<file path="config.mk">
export PLATFORM = sky130hd
export DESIGN_NAME = cond_logic
export DESIGN_NICKNAME = d
export VERILOG_FILES = /design/src/rtl/cond_logic.sv
export SDC_FILE = /design/constraint.sdc
export NUM_CORES = 1
export LEC_CHECK = 0
export BUFFER_PORTS_ARGS = -buffer_cell sky130_fd_sc_hd__buf_2
export CAP_MARGIN = 25
export CORE_AREA = 2 2 39 41
export CTS_CLUSTER_SIZE = 20
export DETAILED_ROUTE_END_ITERATION = 6
export DIE_AREA = 0 0 41 43
export MAX_ROUTING_LAYER = met4
export PLACE_DENSITY_LB_ADDON = 0.1
export SYNTH_ARGS = -nofsm -noshare
export SYNTH_HDL_FRONTEND = slang
export SYNTH_SLANG_ARGS = --single-unit
export TNS_END_PERCENT = 100
</file>
<file path="constraint.sdc">
create_clock -name clk -period 3.6 [get_ports clk]
set_clock_uncertainty 0.2 [all_clocks]
set_input_delay 1.08 -clock clk [delete_from_list [all_inputs] [get_ports clk]]
set_output_delay 1.08 -clock clk [all_outputs]
set_load 0.01 [all_outputs]
</file>
<file path="src/rtl/cond_logic.sv">
// Conditional-execution stage: holds NZCV, evaluates the condition field and gates decoder strobes.
// Optional execute/skip statistics counters are built when COND_LOGIC_STATS_EN is defined.
module cond_logic #(
  parameter logic [3:0] RESET_FLAGS = 4'b0000
) (
  input  logic       clk,
  input  logic       rst_n,
  input  logic       instr_valid,
  input  logic       stall,
  input  logic [3:0] cond,
  input  logic [3:0] alu_flags,
  input  logic [1:0] flag_w,
  input  logic       pcs,
  input  logic       reg_w,
  input  logic       mem_w,
  input  logic       no_write,
  input  logic       flag_load,
  input  logic [3:0] flag_load_val,
  output logic       cond_ex,
  output logic       pc_src,
  output logic       reg_write,
  output logic       mem_write,
  output logic [3:0] flags
`ifdef COND_LOGIC_STATS_EN
  ,
  input  logic        stat_clr,
  output logic [15:0] exec_count,
  output logic [15:0] skip_count
`endif
);

  typedef enum logic [3:0] {
    COND_EQ = 4'b0000, COND_NE = 4'b0001, COND_CS = 4'b0010, COND_CC = 4'b0011,
    COND_MI = 4'b0100, COND_PL = 4'b0101, COND_VS = 4'b0110, COND_VC = 4'b0111,
    COND_HI = 4'b1000, COND_LS = 4'b1001, COND_GE = 4'b1010, COND_LT = 4'b1011,
    COND_GT = 4'b1100, COND_LE = 4'b1101, COND_AL = 4'b1110, COND_NV = 4'b1111
  } cond_e;

  logic [3:0] flags_q, flags_d;
  logic       flag_n, flag_z, flag_c, flag_v;
  logic       cond_pass;

  assign {flag_n, flag_z, flag_c, flag_v} = flags_q;

  // Decode works only on the registered flags; there is no same-cycle forwarding from alu_flags.
  always_comb begin
    // NOTE: every combinational output gets a default first so no path can infer a latch.
    cond_pass = 1'b0;
    unique case (cond_e'(cond))
      COND_EQ: cond_pass = flag_z;
      COND_NE: cond_pass = !flag_z;
      COND_CS: cond_pass = flag_c;
      COND_CC: cond_pass = !flag_c;
      COND_MI: cond_pass = flag_n;
      COND_PL: cond_pass = !flag_n;
      COND_VS: cond_pass = flag_v;
      COND_VC: cond_pass = !flag_v;
      COND_HI: cond_pass = flag_c && !flag_z;
      COND_LS: cond_pass = !flag_c || flag_z;
      COND_GE: cond_pass = (flag_n == flag_v);
      COND_LT: cond_pass = (flag_n != flag_v);
      COND_GT: cond_pass = !flag_z && (flag_n == flag_v);
      COND_LE: cond_pass = flag_z || (flag_n != flag_v);
      COND_AL: cond_pass = 1'b1;
      COND_NV: cond_pass = 1'b0;
      default: cond_pass = 1'b0;
    endcase
  end

  assign cond_ex   = instr_valid & cond_pass;
  assign pc_src    = pcs & cond_ex;
  assign reg_write = reg_w & cond_ex & !no_write;
  assign mem_write = mem_w & cond_ex;
  assign flags     = flags_q;

  always_comb begin
    flags_d = flags_q;
    if (!stall) begin
      if (flag_load) begin
        flags_d = flag_load_val;
      end else if (cond_ex) begin
        if (flag_w[1]) flags_d[3:2] = alu_flags[3:2];
        if (flag_w[0]) flags_d[1:0] = alu_flags[1:0];
      end
    end
  end

  always_ff @(posedge clk or negedge rst_n) begin
    // NOTE: state registers use non-blocking assignment so every flop samples pre-edge values.
    if (!rst_n) flags_q <= RESET_FLAGS;
    else        flags_q <= flags_d;
  end

`ifdef COND_LOGIC_STATS_EN
  logic [15:0] exec_q, exec_d;
  logic [15:0] skip_q, skip_d;

  // Stall freezes the counters like all other state; clear beats increment; both saturate.
  always_comb begin
    exec_d = exec_q;
    skip_d = skip_q;
    if (!stall) begin
      if (stat_clr) begin
        exec_d = '0;
        skip_d = '0;
      end else if (instr_valid) begin
        if (cond_ex) begin
          if (exec_q != 16'hFFFF) exec_d = exec_q + 16'd1;
        end else begin
          if (skip_q != 16'hFFFF) skip_d = skip_q + 16'd1;
        end
      end
    end
  end

  always_ff @(posedge clk or negedge rst_n) begin
    if (!rst_n) begin
      exec_q <= '0;
      skip_q <= '0;
    end else begin
      exec_q <= exec_d;
      skip_q <= skip_d;
    end
  end

  assign exec_count = exec_q;
  assign skip_count = skip_q;
`endif

endmodule

</file>
==> results of run 1 <==
[layout by cell type (no fill, tap or decap), types with 2 or more instances in the layout]
| master | instances |
|---|---|
| mux2_1 | 4 |
| buf_6 | 2 |
| a21oi_1 | 3 |
| nand2b_1 | 2 |
| dfrtp_1 | 4 |
| a21oi_4 | 2 |
| buf_4 | 8 |
| clkbuf_4 | 3 |
| mux2_2 | 4 |
| xor2_1 | 2 |
| buf_2 | 27 |
| nor3b_1 | 2 |
[synth_stat cells]
cell type | n | area, um2
o22ai_1 | 1 | 6.260
xnor2_1 | 1 | 8.760
o21ai_0 | 1 | 5.000
and2_1 | 2 | 12.51
a21oi_4 | 2 | 32.53
mux2_1 | 4 | 45.04
mux2_2 | 4 | 45.04
or3_4 | 1 | 11.26
nor4b_2 | 1 | 15.01
buf_6 | 1 | 11.26
dfrtp_1 | 4 | 100.1
nand2b_1 | 2 | 12.51
mux2i_1 | 1 | 10.01
xor2_1 | 2 | 17.52
and4_1 | 1 | 8.760
o41ai_1 | 1 | 8.760
and2b_4 | 1 | 10.01
nor2b_1 | 2 | 12.51
a21oi_1 | 4 | 20.02
nor3b_1 | 2 | 15.01
and3b_1 | 1 | 8.760
or2_2 | 1 | 6.260
[power groups by stage]
stage	Sequential, mW	Clock [mW]	Combinational [mW]
floorplan	0.0701	0	0.0545
global placement	0.0684	0	0.0997
detailed placement	0.0684	0	0.100
CTS	0.0679	0.0599	0.107
global route	0.0720	0.0608	0.120
finish	0.0694	0.0562	0.109
[area by class of cell]
class	count	area, um2	area share
flip-flops and latches	4	100.1	0.1406
multi-input cells	35	336.6	0.4728
repair buffers	38	232.7	0.3269
well taps	16	20.02	0.02812
clock buffers	3	22.52	0.03163
[routing by layer]
layer  part of all wire  track usage
met5                  0            -
met4             0.0076      0.08000
met1               0.41       0.1558
met3              0.085      0.04712
met2               0.50       0.2188
[timing repair]
item	CTS	global route
resized for setup	5	5
setup endpoints to repair	4	4
gates cloned	0	0
pin swaps	7	0
setup buffers	1	0
[critical path, delay by kind of cell]
kind                   cells  cell delay (ns)
AOI/OAI and AO/OA          1             0.06
buffers and inverters      2             0.24
and+or+nand+nor            5             1.12
[stage by stage]
step / setup TNS, ns / std cells / util / cell area (um2) / hold WS, ns
floorplan: -0.2044 / 40 / - / 429.2 / 0.3828
global placement: -0.5893 / 92 / 0.4602 / 636.9 / 0.3632
detailed placement: -0.6855 / 92 / 0.4602 / 636.9 / 0.3635
CTS: -0.6070 / 96 / 0.4982 / 689.4 / 0.3736
global route: -0.8365 / 96 / 0.5145 / 711.9 / 0.4032
finish: -0.5788 / 96 / 0.5145 / 711.9 / 0.3690
[worst max path at each step]
stage | depth (start not counted) | startpoint | slack [ns] | endpoint
2_1_floorplan | 7 | cond[1] | -0.1 | reg_write
3_3_place_gp | 7 | cond[2] | -0.20 | reg_write
3_5_place_dp | 8 | cond[1] | -0.23 | reg_write
4_1_cts | 8 | cond[1] | -0.18 | reg_write
5_1_grt | 8 | cond[1] | -0.23 | reg_write
6_report | 8 | cond[1] | -0.17 | reg_write
[logic make-up (layout without fill, tap and decap cells)]
group	after synthesis	after routing
DFF	4	4
AOI/OAI and AO/OA	9	9
buffers and inverters	1	41
and+or+nand+nor	14	14
xor gates and xnor gates	3	3
muxes	9	9
==> results.yml, run 1 <==
worst_setup_path:
  worstReg2RegStart: "flags[2]$_DFFE_PN0P_"
  rr_worst_depth: 7
  crit_type: "in2out"
  cp.arrival_ns: 2.49
  r2r_setup_slack_ns: 1.27
  slowest_delay_ns: 0.38
  timing.rr.end: "flags[2]$_DFFE_PN0P_"
  worstPathCellList: "buf_8 > nor4b_4 > a21oi_2 > and4_1 > or3_4 > and2b_4 > and3b_1 > buf_2"
  critPathRequiredTime_ns: 2.32
  endpoint_kind: "output port"
  start_kind: "input port"
  path_max_fanout: 4
  crit_slowest_cell: "or3_4"
yosys:
  yosys.area_share.simple: 0.2663
  synth-warning-count: 0
  synth_xor_area_frac: 0.06213
  synthMuxAreaShare: 0.2367
  avgSynthCellArea_um2: 10.57
  syn_inst: 40
  synth_top_family_by_area: "simple AND/OR/NAND/NOR gates"
  synth-seq-cells: 4
  yosysUniqueCellTypes: 22
  synth_compound_area_frac: 0.1716
  yosys.area_share.adder: 0
  mappedNetlistNets: 63
  ys_seq_area_frac: 0.2367
  synthesis.area_um2: 422.9
cells_and_area:
  drive_gt1_frac: 0.6875
  finish.net_count: 105
  antenna_cells: 0
  syn2layout_area_growth_pct: 68.34
  num-fill-cells: 146
  largest_reg_flops: 4
grt:
  grt_pass1_vias: 429
  antenna_found_initial: 0
  grt_max_degree: 7
  grt_overflow: 0
  grt_pass1_wl_um: 1628
  grtUsageTotal: 0.1434
place:
  dp_hpwl_um: 849.4
  gp_congestion: 0.6385
  port_buffers: 30
  pre_cts_ws_ns: -0.2286
timing:
  worst_slack_ns: -0.1715
  final_hold_viol_count: 0
  rsz0062_at_grt: "yes"
  finalCritPeriodShare: 1.048
  tightest_slew_ns: 0.3784
  slew_headroom: 0.7472
  final.min_clock_period_ns: 3.771
  setup_viol: 4
  slew_violations: 0
  max_freq_mhz: 265.1
drt:
  vias: 458
  ant_nets: 0
  drt_wl_total_um: 1058
  wl_per_cell_um: 11.02
  drtIter0Drc: 6
  avgViaCountPerCell: 4.771
  post-route-drc-count: 0
  dr.pass1.iters: 2
pwr:
  switchingPower_mw: 0.07788
  clock_power_share: 0.239
  swShare: 0.3315
  combPwrFrac: 0.465
  pwr-share-seq: 0.296
  peakVddDrop_uv: 300.5
  p_int_mw: 0.1571
  p_leak_nw: 0.3455
  p_total_mw: 0.2349
  powerDensity_nw_per_um2: 330.0
hold_path:
  worst_hold_path_type: "reg2reg"
  min_to: "flags[0]$_DFFE_PN0P_"
  whs_path_depth: 1
  hold_start: "flags[0]$_DFFE_PN0P_"
floorplanning:
  ioPinCount: 31
  initial_utilization: 0.3056
  fp.dieH_um: 43
  die_w_um: 41
  row_count: 14
  die_area_um2: 1763
  core-area_um2: 1384
outcome:
  outcome: "complete, but fails checks"
  violations: "negative setup slack"
clocking:
  cts_htree_levels: 1
  cts-root-buf: "clkbuf_4"
  cts_tree: "built"
  clkTransAtPathRegs_ns: 0.04
  clkLatencyLatePin_ns: 0.24
  clkSinkCount: 4
  clockBufferDepth: 2
  holdBufCountCts: 0
  numCtsBuffers: 3
job:
  drv_cap: 0
No activity file was read; power rests on OpenSTA's default activity.
==> inputs of run 2 (changes only) <==
==> constraint.sdc (replaced) <==
create_clock -name clk -period 3.6 [get_ports clk]
set_clock_uncertainty 0.2 [all_clocks]
set_input_delay 1.08 -clock clk [delete_from_list [all_inputs] [get_ports clk]]
set_output_delay 1.08 -clock clk [all_outputs]
set_load 0.005 [all_outputs]
==> run 2 against run 1 <==
The flow still finishes with violations (negative setup slack). Sequential power is 1% higher. Sequential cell count unchanged. Via count is 2.8% lower. Critical path depth did not move. Count of clock-buffer cells in the layout unchanged. Final cell count decreased by 3.1%. Critical path type unchanged. Clock power fell by 4.3%. Design area is 2.6% lower. Combinational power shrank 9%. First-iteration DRC count shrank 83%.
==> results.yml, run 2 (synthesized netlist as in run 1, its figures left out) <==
drt:
  vias: 445
  ant_nets: 0
  drt_wl_total_um: 971
  dr.pass1.iters: 4
  dr_wl_met3_um: 87
  wl_per_cell_um: 10.44
  maxUsedRoutingLayer: "met3"
  wl_met1_um: 412
  avgViaCountPerCell: 4.785
  wl_met2_um: 470
  post-route-drc-count: 0
  drtIter0Drc: 1
place:
  gp_congestion: 0.7074
  port_buffers: 30
  dp_hpwl_um: 830
  placed_cell_area_um2: 621.8
  dp.cells: 90
hold_path:
  whs_path_depth: 1
  worst_hold_path_type: "reg2reg"
floorplanning:
  initial_utilization: 0.3056
  ioPinCount: 31
  die_w_um: 41
  die_area_um2: 1763
  row_count: 14
  core-area_um2: 1384
  fp.dieH_um: 43
worst_setup_path:
  crit_type: "in2out"
  worstPathCellList: "buf_8 > mux2i_2 > xor2_1 > o22ai_1 > or3_4 > and2b_4 > and3b_1 > buf_2"
  path_max_fanout: 4
  slowest_delay_ns: 0.39
  cp_num_cells: 8
  start_kind: "input port"
  crit_slowest_cell: "or3_4"
  endpoint_kind: "output port"
  critical_path_buf_inv_count: 2
  cp.arrival_ns: 2.43
  path_delay_family: "simple AND/OR/NAND/NOR gates"
  rr_worst_depth: 7
  critPathRequiredTime_ns: 2.32
grt:
  grt_max_degree: 7
  grtUsageTotal: 0.1333
  grt_overflow: 0
  antenna_found_initial: 0
  grt_pass1_wl_um: 1559
  grt_pass1_vias: 414
cells_and_area:
  drive_gt1_frac: 0.6883
  stdcell_count: 93
  largest_reg_flops: 4
  mostFrequentLayoutCells: "buf_2, buf_4, mux2_2, mux2_1, dfrtp_1"
  design_area_um2: 693.2
  antenna_cells: 0
  syn2layout_area_growth_pct: 63.91
  finish.net_count: 102
  num-fill-cells: 139
  layout_commonest_cell: "buf_2"
clocking:
  clkTransAtPathRegs_ns: 0.03
  clockBufferDepth: 2
  cts_tree: "built"
  holdBufCountCts: 0
  cts_htree_levels: 1
  clkSinkCount: 4
  numCtsBuffers: 3
  cts_setup_buffers: 0
  cts-root-buf: "clkbuf_4"
  clkLatencyLatePin_ns: 0.23
timing:
  final.min_clock_period_ns: 3.708
  worst_slack_ns: -0.1080
  final_hold_viol_count: 0
  tightest_slew_ns: 0.3780
  tns_ns: -0.2864
  slew_headroom: 0.7475
  rsz0062_at_grt: "yes"
  setup_viol: 3
  max_freq_mhz: 269.7
  slew_violations: 0
  finalCritPeriodShare: 1.030
job:
  drv_cap: 0
outcome:
  violations: "negative setup slack"
  outcome: "complete, but fails checks"
pwr:
  powerDensity_nw_per_um2: 321.5
  p_leak_nw: 0.3263
  peakVddDrop_uv: 248.4
==> run 2: worst paths after layout <==
path / endpoint / start / slack, ns
setup reg to reg: flags[3]$_DFFE_PN0P_ / flags[2]$_DFFE_PN0P_ / 1.36
min in group asynchronous: flags[0]$_DFFE_PN0P_ / rst_n / 0.44
setup / recovery: reg_write / cond[1] / -0.11
hold reg to reg: flags[3]$_DFFE_PN0P_ / flags[3]$_DFFE_PN0P_ / 0.39
hold / removal: flags[3]$_DFFE_PN0P_ / flags[3]$_DFFE_PN0P_ / 0.39
max in group asynchronous: flags[3]$_DFFE_PN0P_ / rst_n / 2.64
==> run 2: worst register-to-register path, delay by kind of cell (launching register included) <==
family,cells,cell delay (ns)
simple gates,3,0.76
flops,1,0.45
mux,1,0.33
compound gates,2,0.21
buf+inv,1,0.16
==> run 2: area by class of cell <==
type,instances,area (um2),area share
multi-input cells,35,336.6,0.4856
repair buffers,35,214.0,0.3087
flip-flops and latches,4,100.1,0.1444
clock buffers,3,22.52,0.03249
well taps,16,20.02,0.02888
==> run 2: metal layers <==
layer  up-vias  track usage
met3         0      0.04712
li1        223            -
met5         -            -
met1       202       0.1466
met2        20       0.2063
met4         0      0.06000
==> run 2: power by group <==
part           internal [mW]  switching (mW)
registers             0.0547          0.0155
clock network         0.0372          0.0166
logic                 0.0616          0.0374
==> run 2: repair_timing <==
item	CTS	global route
hold endpoints to repair	0	0
pin swaps	3	1
endpoints found under the setup margin	4	4
gates resized for setup	7	4
gates cloned	0	0
==> run 2: through the flow <==
| step | utilization | hold slack [ns] | power, mW | setup WS, ns |
|---|---|---|---|---|
| floorplan | - | 0.3426 | 0.1193 | -0.04963 |
| global placement | 0.4494 | 0.3696 | 0.1610 | -0.1816 |
| detailed placement | 0.4494 | 0.3729 | 0.1609 | -0.1723 |
| CTS | 0.4873 | 0.3822 | 0.2214 | -0.1215 |
| global route | 0.5009 | 0.4342 | 0.2419 | -0.1818 |
| finish | 0.5009 | 0.3870 | 0.2229 | -0.1080 |
==> inputs of run 3 (changes only) <==
--- a/config.mk
+++ b/config.mk
@@ -11,8 +11,10 @@
 export CTS_CLUSTER_SIZE = 20
 export DETAILED_ROUTE_END_ITERATION = 6
 export DIE_AREA = 0 0 41 43
+export GPL_ROUTABILITY_DRIVEN = 0
 export MAX_ROUTING_LAYER = met4
 export PLACE_DENSITY_LB_ADDON = 0.1
+export SKIP_LAST_GASP = 1
 export SYNTH_ARGS = -nofsm -noshare
 export SYNTH_HDL_FRONTEND = slang
 export SYNTH_SLANG_ARGS = --single-unit
==> constraint.sdc (replaced) <==
create_clock -name clk -period 3.46 [get_ports clk]
set_clock_uncertainty 0.2 [all_clocks]
set_input_delay 1.038 -clock clk [delete_from_list [all_inputs] [get_ports clk]]
set_output_delay 1.038 -clock clk [all_outputs]
set_load 0.005 [all_outputs]
==> run 3 against run 2 <==
The flow still finishes with violations (negative setup slack). Largest cell class unchanged. Power is 2.2% higher. Global-route usage is 0.40 points higher. Worst hold slack worse by 0.012 ns. Combinational power is 0.4% lower. Critical endpoint unchanged. Non-clock buffer count stayed put. Final cell count stayed put. Sequential power is 2% higher. Sequential share of layout area is 0.40 points higher. Critical path type unchanged.
==> results.yml, run 3 (synthesized netlist as in run 1, its figures left out) <==
outcome:
  outcome: "complete, but fails checks"
  violations: "negative setup slack"
worst_setup_path:
  start_kind: "input port"
  endpoint_kind: "output port"
  crit_type: "in2out"
  crit_slowest_cell: "or3_4"
  cp.arrival_ns: 2.38
  critPathRequiredTime_ns: 2.22
  critical_path_buf_inv_count: 3
  path_max_fanout: 5
  slowest_delay_ns: 0.39
  path_delay_family: "simple AND/OR/NAND/NOR gates"
  crit_start: "cond[1]"
  worstPathCellList: "buf_8 > buf_4 > a21oi_1 > o22ai_1 > or3_4 > and2b_4 > and3b_1 > buf_2"
  worstReg2RegStart: "flags[2]$_DFFE_PN0P_"
cells_and_area:
  largest_reg_flops: 4
  finish.net_count: 102
  antenna_cells: 0
  mostFrequentLayoutCells: "buf_2, buf_4"
  syn2layout_area_growth_pct: 59.47
  drive_gt1_frac: 0.6494
  fin_util: 0.4873
  design_area_um2: 674.4
  layout_commonest_cell: "buf_2"
  num-fill-cells: 137
drt:
  dr.pass1.iters: 4
  vias: 450
  drt_wl_total_um: 978
  ant_nets: 0
  post-route-drc-count: 0
  wl_per_cell_um: 10.52
  drtIter0Drc: 3
  avgViaCountPerCell: 4.839
grt:
  top_usage_layer: "met2"
  grtUsageMet2: 0.2000
  met1_usage: 0.1558
  grt_pass1_vias: 417
  grt_use_met3: 0.04712
  grt_max_degree: 7
  grt_pass1_wl_um: 1573
  antenna_found_initial: 0
  grtUsageTotal: 0.1373
  grt_overflow: 0
pwr:
  p_leak_nw: 0.3250
  peakVddDrop_uv: 267.1
  powerDensity_nw_per_um2: 337.9
timing:
  setup_viol: 4
  worst_slack_ns: -0.1626
  slew_headroom: 0.7475
  finalCritPeriodShare: 1.047
  final_hold_viol_count: 0
  max_freq_mhz: 276.0
  final.min_clock_period_ns: 3.623
  rsz0062_at_grt: "yes"
  slew_violations: 0
  tightest_slew_ns: 0.3780
clocking:
  cts_htree_levels: 1
  clkTransAtPathRegs_ns: 0.03
  cts-root-buf: "clkbuf_4"
  clockBufferDepth: 2
  clkSinkCount: 4
  cts_tree: "built"
  clkLatencyLatePin_ns: 0.24
  numCtsBuffers: 3
  cts_setup_buffers: 0
floorplanning:
  fp.dieH_um: 43
  initial_utilization: 0.3056
  row_count: 14
  core-area_um2: 1384
  die_w_um: 41
  die_area_um2: 1763
  ioPinCount: 31
job:
  drv_cap: 0
hold_path:
  hold_start: "flags[3]$_DFFE_PN0P_"
  worst_hold_path_type: "reg2reg"
place:
  port_buffers: 30
  dp_hpwl_um: 839.1
  placed_cell_area_um2: 621.8
[run 3: changes by cell type in the layout (fill, tap and decap cells not counted)]
cell / delta
a21oi_1: +1
a21oi_2: -1
buf_6: +1
buf_8: -1
mux2i_1: +1
mux2i_2: -1
xor2_1: +1
xor2_2: -1
[run 3: final timing paths]
path                                        end  slack (ns)  cells after the start
setup / recovery                      reg_write       -0.16                      8
hold / removal             flags[3]$_DFFE_PN0P_        0.37                      1
setup reg to reg           flags[0]$_DFFE_PN0P_        1.20                      7
hold reg to reg            flags[3]$_DFFE_PN0P_        0.37                      1
max in group asynchronous  flags[3]$_DFFE_PN0P_        2.54                      1
min in group asynchronous  flags[2]$_DFFE_PN0P_        0.39                      1
[run 3: report_power, final]
part	internal, mW	switching (mW)
Clock	0.0388	0.0192
Combinational	0.0611	0.0375
Sequential	0.0569	0.0144
[run 3: layout make-up]
| cell class | count | area, um2 | share of cell area |
|---|---|---|---|
| Tap cell | 16 | 20.02 | 0.02968 |
| Multi-Input combinational cell | 35 | 321.6 | 0.4768 |
| Clock buffer | 3 | 22.52 | 0.03340 |
| Timing Repair Buffer | 35 | 210.2 | 0.3117 |
| Sequential cell | 4 | 100.1 | 0.1484 |
[run 3: through the flow]
step,hold slack [ns],worst slack (ns),setup TNS [ns],std cells,power (mW)
3_3_place_gp,0.3696,-0.2376,-0.7771,90,0.1675
6_report,0.3749,-0.1626,-0.4493,93,0.2279
2_1_floorplan,0.3426,-0.1056,-0.2748,40,0.1241
5_1_grt,0.3837,-0.2492,-0.7439,93,0.2481
3_5_place_dp,0.3727,-0.2215,-0.7081,90,0.1675
4_1_cts,0.3821,-0.1739,-0.4951,93,0.2330
[run 3: layer usage]
metal,share of wire,routed length [um]
met5,0,0
met4,0.014,14
met3,0.097,95
met2,0.48,468
met1,0.41,400
[run 3: timing repair]
action,4_1_cts,5_1_grt
setup endpoints to repair,4,4
pin swaps,3,0
resized for setup,7,0
hold buffers,0,0
